[config.mk]
export PLATFORM = sky130hd
export DESIGN_NAME = ctrl_unit
export DESIGN_NICKNAME = d
export VERILOG_FILES = /design/src/rtl/ctrl_unit.sv
export SDC_FILE = /design/constraint.sdc
export NUM_CORES = 1
export LEC_CHECK = 0
export BUFFER_PORTS_ARGS = -buffer_cell sky130_fd_sc_hd__buf_4
export CAP_MARGIN = 5
export CORE_UTILIZATION = 45
export DETAILED_ROUTE_END_ITERATION = 8
export PLACE_DENSITY = 0.83
export SKIP_LAST_GASP = 1
export SLEW_MARGIN = 10
export SYNTH_ARGS = -nofsm -noshare
export SYNTH_HDL_FRONTEND = slang
export SYNTH_SLANG_ARGS = --single-unit
export TNS_END_PERCENT = 5
[constraint.sdc]
create_clock -name clk -period 1.7 [get_ports clk]
set_input_delay 0 -clock clk [delete_from_list [all_inputs] [get_ports clk]]
set_output_delay 0 -clock clk [all_outputs]
set_load 0.005 [all_outputs]
[src/rtl/ctrl_unit.sv]
// Sequencer for a 16-bit accumulator machine: fetches from synchronous RAM,
// decodes the opcode and drives the datapath load/select strobes.
module ctrl_unit (
  input  logic        clk,
  input  logic        rst,
  input  logic        ce,
  input  logic [15:0] mem_rdata,
  input  logic        carry,
  output logic [11:0] mem_addr,
  output logic        mem_en,
  output logic        mem_we,
  output logic [2:0]  sel_UAL,
  output logic        load_R1,
  output logic        load_accu,
  output logic        load_carry,
  output logic        init_carry,
  output logic        halted,
  output logic [2:0]  state_dbg
);

  typedef enum logic [2:0] {
    S_FETCH  = 3'd0,
    S_DECODE = 3'd1,
    S_OPREAD = 3'd2,
    S_LOADR1 = 3'd3,
    S_EXEC   = 3'd4,
    S_STORE  = 3'd5,
    S_HALT   = 3'd6
  } state_t;

  localparam logic [3:0] OP_LDA = 4'h1;
  localparam logic [3:0] OP_ADD = 4'h2;
  localparam logic [3:0] OP_SUB = 4'h3;
  localparam logic [3:0] OP_AND = 4'h4;
  localparam logic [3:0] OP_OR  = 4'h5;
  localparam logic [3:0] OP_XOR = 4'h6;
  localparam logic [3:0] OP_STA = 4'h7;
  localparam logic [3:0] OP_JMP = 4'h8;
  localparam logic [3:0] OP_JCC = 4'h9;
  localparam logic [3:0] OP_HLT = 4'hA;

  state_t      state, state_next;
  logic [11:0] pc, pc_next;
  logic [15:0] ir, ir_next;

  logic [11:0] addr_raw;
  logic [2:0]  sel_raw;
  logic        en_raw, we_raw, r1_raw, acc_raw, lc_raw, ic_raw, halt_raw;

  wire [3:0] fetched_op = mem_rdata[15:12];
  wire [3:0] ir_op      = ir[15:12];

  always_ff @(posedge clk) begin
    if (!rst) begin
      state <= S_FETCH;
      pc    <= 12'h000;
      ir    <= 16'h0000;
    end else if (ce) begin
      state <= state_next;
      pc    <= pc_next;
      ir    <= ir_next;
    end
  end

  always_comb begin
    state_next = state;
    pc_next    = pc;
    ir_next    = ir;
    case (state)
      S_FETCH:  state_next = S_DECODE;
      S_DECODE: begin
        ir_next    = mem_rdata;
        pc_next    = pc + 12'd1;
        state_next = S_FETCH;
        case (fetched_op)
          OP_LDA, OP_ADD, OP_SUB, OP_AND, OP_OR, OP_XOR: state_next = S_OPREAD;
          OP_STA: state_next = S_STORE;
          OP_HLT: state_next = S_HALT;
          OP_JMP: pc_next = mem_rdata[11:0];
          // A set carry skips the jump and consumes the flag instead.
          OP_JCC: if (!carry) pc_next = mem_rdata[11:0];
          default: state_next = S_FETCH;
        endcase
      end
      S_OPREAD: state_next = S_LOADR1;
      S_LOADR1: state_next = S_EXEC;
      S_EXEC:   state_next = S_FETCH;
      S_STORE:  state_next = S_FETCH;
      S_HALT:   state_next = S_HALT;
      default:  state_next = S_FETCH;
    endcase
  end

  always_comb begin
    addr_raw = pc;
    sel_raw  = 3'b000;
    en_raw   = 1'b0;
    we_raw   = 1'b0;
    r1_raw   = 1'b0;
    acc_raw  = 1'b0;
    lc_raw   = 1'b0;
    ic_raw   = 1'b0;
    halt_raw = 1'b0;
    case (state)
      S_FETCH:  en_raw = 1'b1;
      S_DECODE: ic_raw = (fetched_op == OP_JCC) && carry;
      S_OPREAD: begin
        addr_raw = ir[11:0];
        en_raw   = 1'b1;
      end
      S_LOADR1: r1_raw = 1'b1;
      S_EXEC: begin
        acc_raw = 1'b1;
        lc_raw  = (ir_op == OP_ADD) || (ir_op == OP_SUB);
        case (ir_op)
          OP_ADD:  sel_raw = 3'b001;
          OP_SUB:  sel_raw = 3'b010;
          OP_AND:  sel_raw = 3'b011;
          OP_OR:   sel_raw = 3'b100;
          OP_XOR:  sel_raw = 3'b101;
          default: sel_raw = 3'b000;
        endcase
      end
      S_STORE: begin
        addr_raw = ir[11:0];
        en_raw   = 1'b1;
        we_raw   = 1'b1;
      end
      S_HALT:  halt_raw = 1'b1;
      default: ;
    endcase
  end

  // Reset blanks everything; a stalled cycle only silences the strobes.
  assign mem_addr   = rst ? addr_raw : 12'h000;
  assign sel_UAL    = rst ? sel_raw  : 3'b000;
  assign halted     = rst & halt_raw;
  assign mem_en     = rst & ce & en_raw;
  assign mem_we     = rst & ce & we_raw;
  assign load_R1    = rst & ce & r1_raw;
  assign load_accu  = rst & ce & acc_raw;
  assign load_carry = rst & ce & lc_raw;
  assign init_carry = rst & ce & ic_raw;
  assign state_dbg  = state;

endmodule

==> impl_metrics.csv <==
group,metric,value,unit
status,status,"complete, but fails checks",
status,violations,"setup timing",
drt,post_drt_wl_per_cell,14.30,um
sta,hold_viol,0,
place,gp_congestion,0.8609,
place,dp.cells,337,
floorplanning,die_h,65.87,um
sta,fin_tns_setup,-0.01043,ns
worst_setup_path,crit_start,"state_dbg[1]",
worst_setup_path,crit_arrival,1.71,ns
cells_and_area,fin_cells,359,
sta,slew_headroom,0.7702,
synth,synth.net_count,264,
drt,viasPerCell,5.713,
drt,num_vias,2051,
place,placed_area,2303,um^2
floorplanning,start_util,0.4832,
synth,synthFlopType,"dfxtp_1",
worst_setup_path,r2r_start,"state_dbg[1]",
drt,drt_first_pass_iters,4,
worst_setup_path,cp_max_fo,4,
sta,tightest_slew,0.3443,ns
power_and_ir_drop,p_comb_frac,0.175,
run,drv_cap,0,
drt,wl,5134,um
power_and_ir_drop,pwr-share-clk,0.334,
clock_network,clock_sinks,31,
floorplanning,coreArea,3799,um^2
drt,drc,0,
hold_path,holdCritPathClass,"in -> reg",
clock_network,cts_buffer_depth,2,
sta,fin_skew,0.004890,ns
floorplanning,rows,22,
drt,ant_nets,0,
clock_network,cts_tree,"done",
worst_setup_path,cp.required,1.70,ns
cells_and_area,nNetsFinal,333,
sta,slew_violations,0,
cells_and_area,design_area,2565,um^2
power_and_ir_drop,static-leakage-power,1.106,nW
global_routing,grtUsageTotal,0.2594,
sta,period_needed,1.710,ns
clock_network,ctsHtreeMaxLevel,2,
worst_setup_path,start_kind,"register",
cells_and_area,drive_gt1_frac,0.2894,
synth,synth_area_leader_cell,"dfxtp_1",
synth,synth-seq-area-share,0.3381,
power_and_ir_drop,sequentialPowerShare,0.490,
sta,setup_ws,-0.01043,ns
clock_network,cts_buffers,5,
power_and_ir_drop,power,1.570,mW
sta,fin_crit_sh,1.006,
sta,fmax,0.5846,GHz
cells_and_area,antennaDiodeCount,0,
synth,ys_ff_latch,31,
global_routing,antenna_found_initial,0,
synth,synth_commonest_cells,"nand2_1, a21oi_1, dfxtp_1, nor2_1, mux2i_1",
cells_and_area,areaGrowthSynthToFinish,39.74,%
global_routing,grt_overflow_total,0,
synth,syn_inst,243,
synth,synth-async-reset-ratio,0,
worst_setup_path,criticalPathCategory,"reg -> out",
global_routing,grt_max_degree,20,
power_and_ir_drop,switching_share,0.2604,
floorplanning,die_w,65.87,um
clock_network,clkTransAtPathRegs,0.06,ns
power_and_ir_drop,p_int,1.161,mW
synth,synth.area.top_cells,"dfxtp_1, nand2_1, a21oi_1, mux2i_1, nor2_1",
synth,synth_enable_flop_cells,0,
power_and_ir_drop,powerDensity,612.2,nW/um^2
place,dp_hpwl,3370,um
place,portBuffers,44,
global_routing,grt_pass1_vias,1911,
global_routing,grt_pass1_wl,8583,um
sta,setup_viol,1,
synth,yosysWarnings,0,
synth,synth_most_common_cell,"nand2_1",
clock_network,clock-root-buffer,"clkbuf_8",
sta,rsz0062_at_grt,"yes",
synth,synth_cell_types,47,
cells_and_area,utilization,0.6752,
clock_network,clk_latency,0.28,ns
power_and_ir_drop,switching_power,408.9,uW
synth,yosysTopAreaCellShare,0.3381,
floorplanning,dieArea,4338,um^2
synth,avgSynthCellArea,7.554,um^2
hold_path,hold_start,"mem_rdata[9]",
synth,synth.cell_area,1836,um^2
worst_setup_path,end_kind,"output port",
floorplanning,io-pin-count,45,
drt,drtIter0Drc,169,
power_and_ir_drop,irDropWorstVdd,0.0005427,V
## through the flow
step / setup WS [ns] / hold slack [ns]
finish: -0.01043 / 0.004277
global route: -0.09456 / 0.01809
CTS: -0.01417 / 0.001487
detailed placement: 0.1253 / 0.2670
global placement: 0.2120 / 0.2603
floorplan: 0.08208 / 0.09728
## power by group through the flow
stage | sequential, mW | combinational (mW) | clock [mW]
2_1_floorplan | 0.782 | 0.130 | 0
3_3_place_gp | 0.784 | 0.233 | 0
3_5_place_dp | 0.786 | 0.236 | 0
4_1_cts | 0.769 | 0.267 | 0.533
5_1_grt | 0.773 | 0.301 | 0.575
6_report | 0.770 | 0.275 | 0.525
## path summary, 6_finish.rpt
check	end	slack, ns	cells past startpoint
max	sel_UAL[0]	-0.01	5
min	ir[9]	0.004	3
max reg2reg	pc[10]	0.03	4
min reg2reg	ir[8]	0.45	2
## flip-flops by register name, indices dropped and copies added (netlist names)
signal / count
ir: 16
state_dbg: 3
pc: 12
## area by class of cell
class,count,area (um^2)
fillers,330,1234
multi-input cells,194,1147
repair buffers,79,654.4
flip-flops and latches,31,626.9
clock buffers,6,72.57
well taps,48,60.06
inverters,1,3.754
## cells by family after synthesis
logic type               synth area share
multiplexers                      0.08385
XOR/XNOR                         0.004773
adder cells (fa/ha/maj)          0.006816
flip-flops                         0.3381
buffers and inverters             0.04430
AO/OA/AOI/OAI                      0.2031
AND/OR/NAND/NOR                    0.3190
## worst max-delay path, stage by stage, from the launching register on
cell and delay, ns:
dfxtp_4 0.34, buf_6 0.12, buf_4 0.14, or4_1 0.50, nor3_1 0.19, buf_4 0.14
## per-layer routing
layer,vias to the layer above,GRT usage,part of all wire
met2,63,0.4056,0.49
met5,-,0,0
met4,0,0.1603,0.023
met1,960,0.3193,0.44
li1,1017,-,-
met3,11,0.05862,0.050
## placed cells by master (no fill, tap or decap), types with 2 or more instances in the layout
cell,instances
a211oi_1,3
a21o_1,2
a21oi_1,31
a2bb2oi_1,2
a31oi_1,4
and3_1,6
buf_4,66
clkbuf_8,5
dfxtp_1,28
dfxtp_2,2
dlygate4sd3_1,10
mux2_2,3
mux2i_1,12
nand2_1,51
nand2b_1,3
nand3_1,9
nand3b_1,2
nand4_1,3
nand4b_1,2
nor2_1,21
nor3_1,3
o21ai_0,3
o221a_1,2
o22ai_1,6
or4_1,3
## repair_timing
action                                  CTS  global route
setup buffers                             3             3
cloned                                    1             0
pin swaps                                 1             2
resized for setup                         4             5
hold buffers                             10             0
endpoints found under the setup margin   13            16
endpoints found under the hold margin    10             0
No activity file was read; power rests on OpenSTA's default activity.
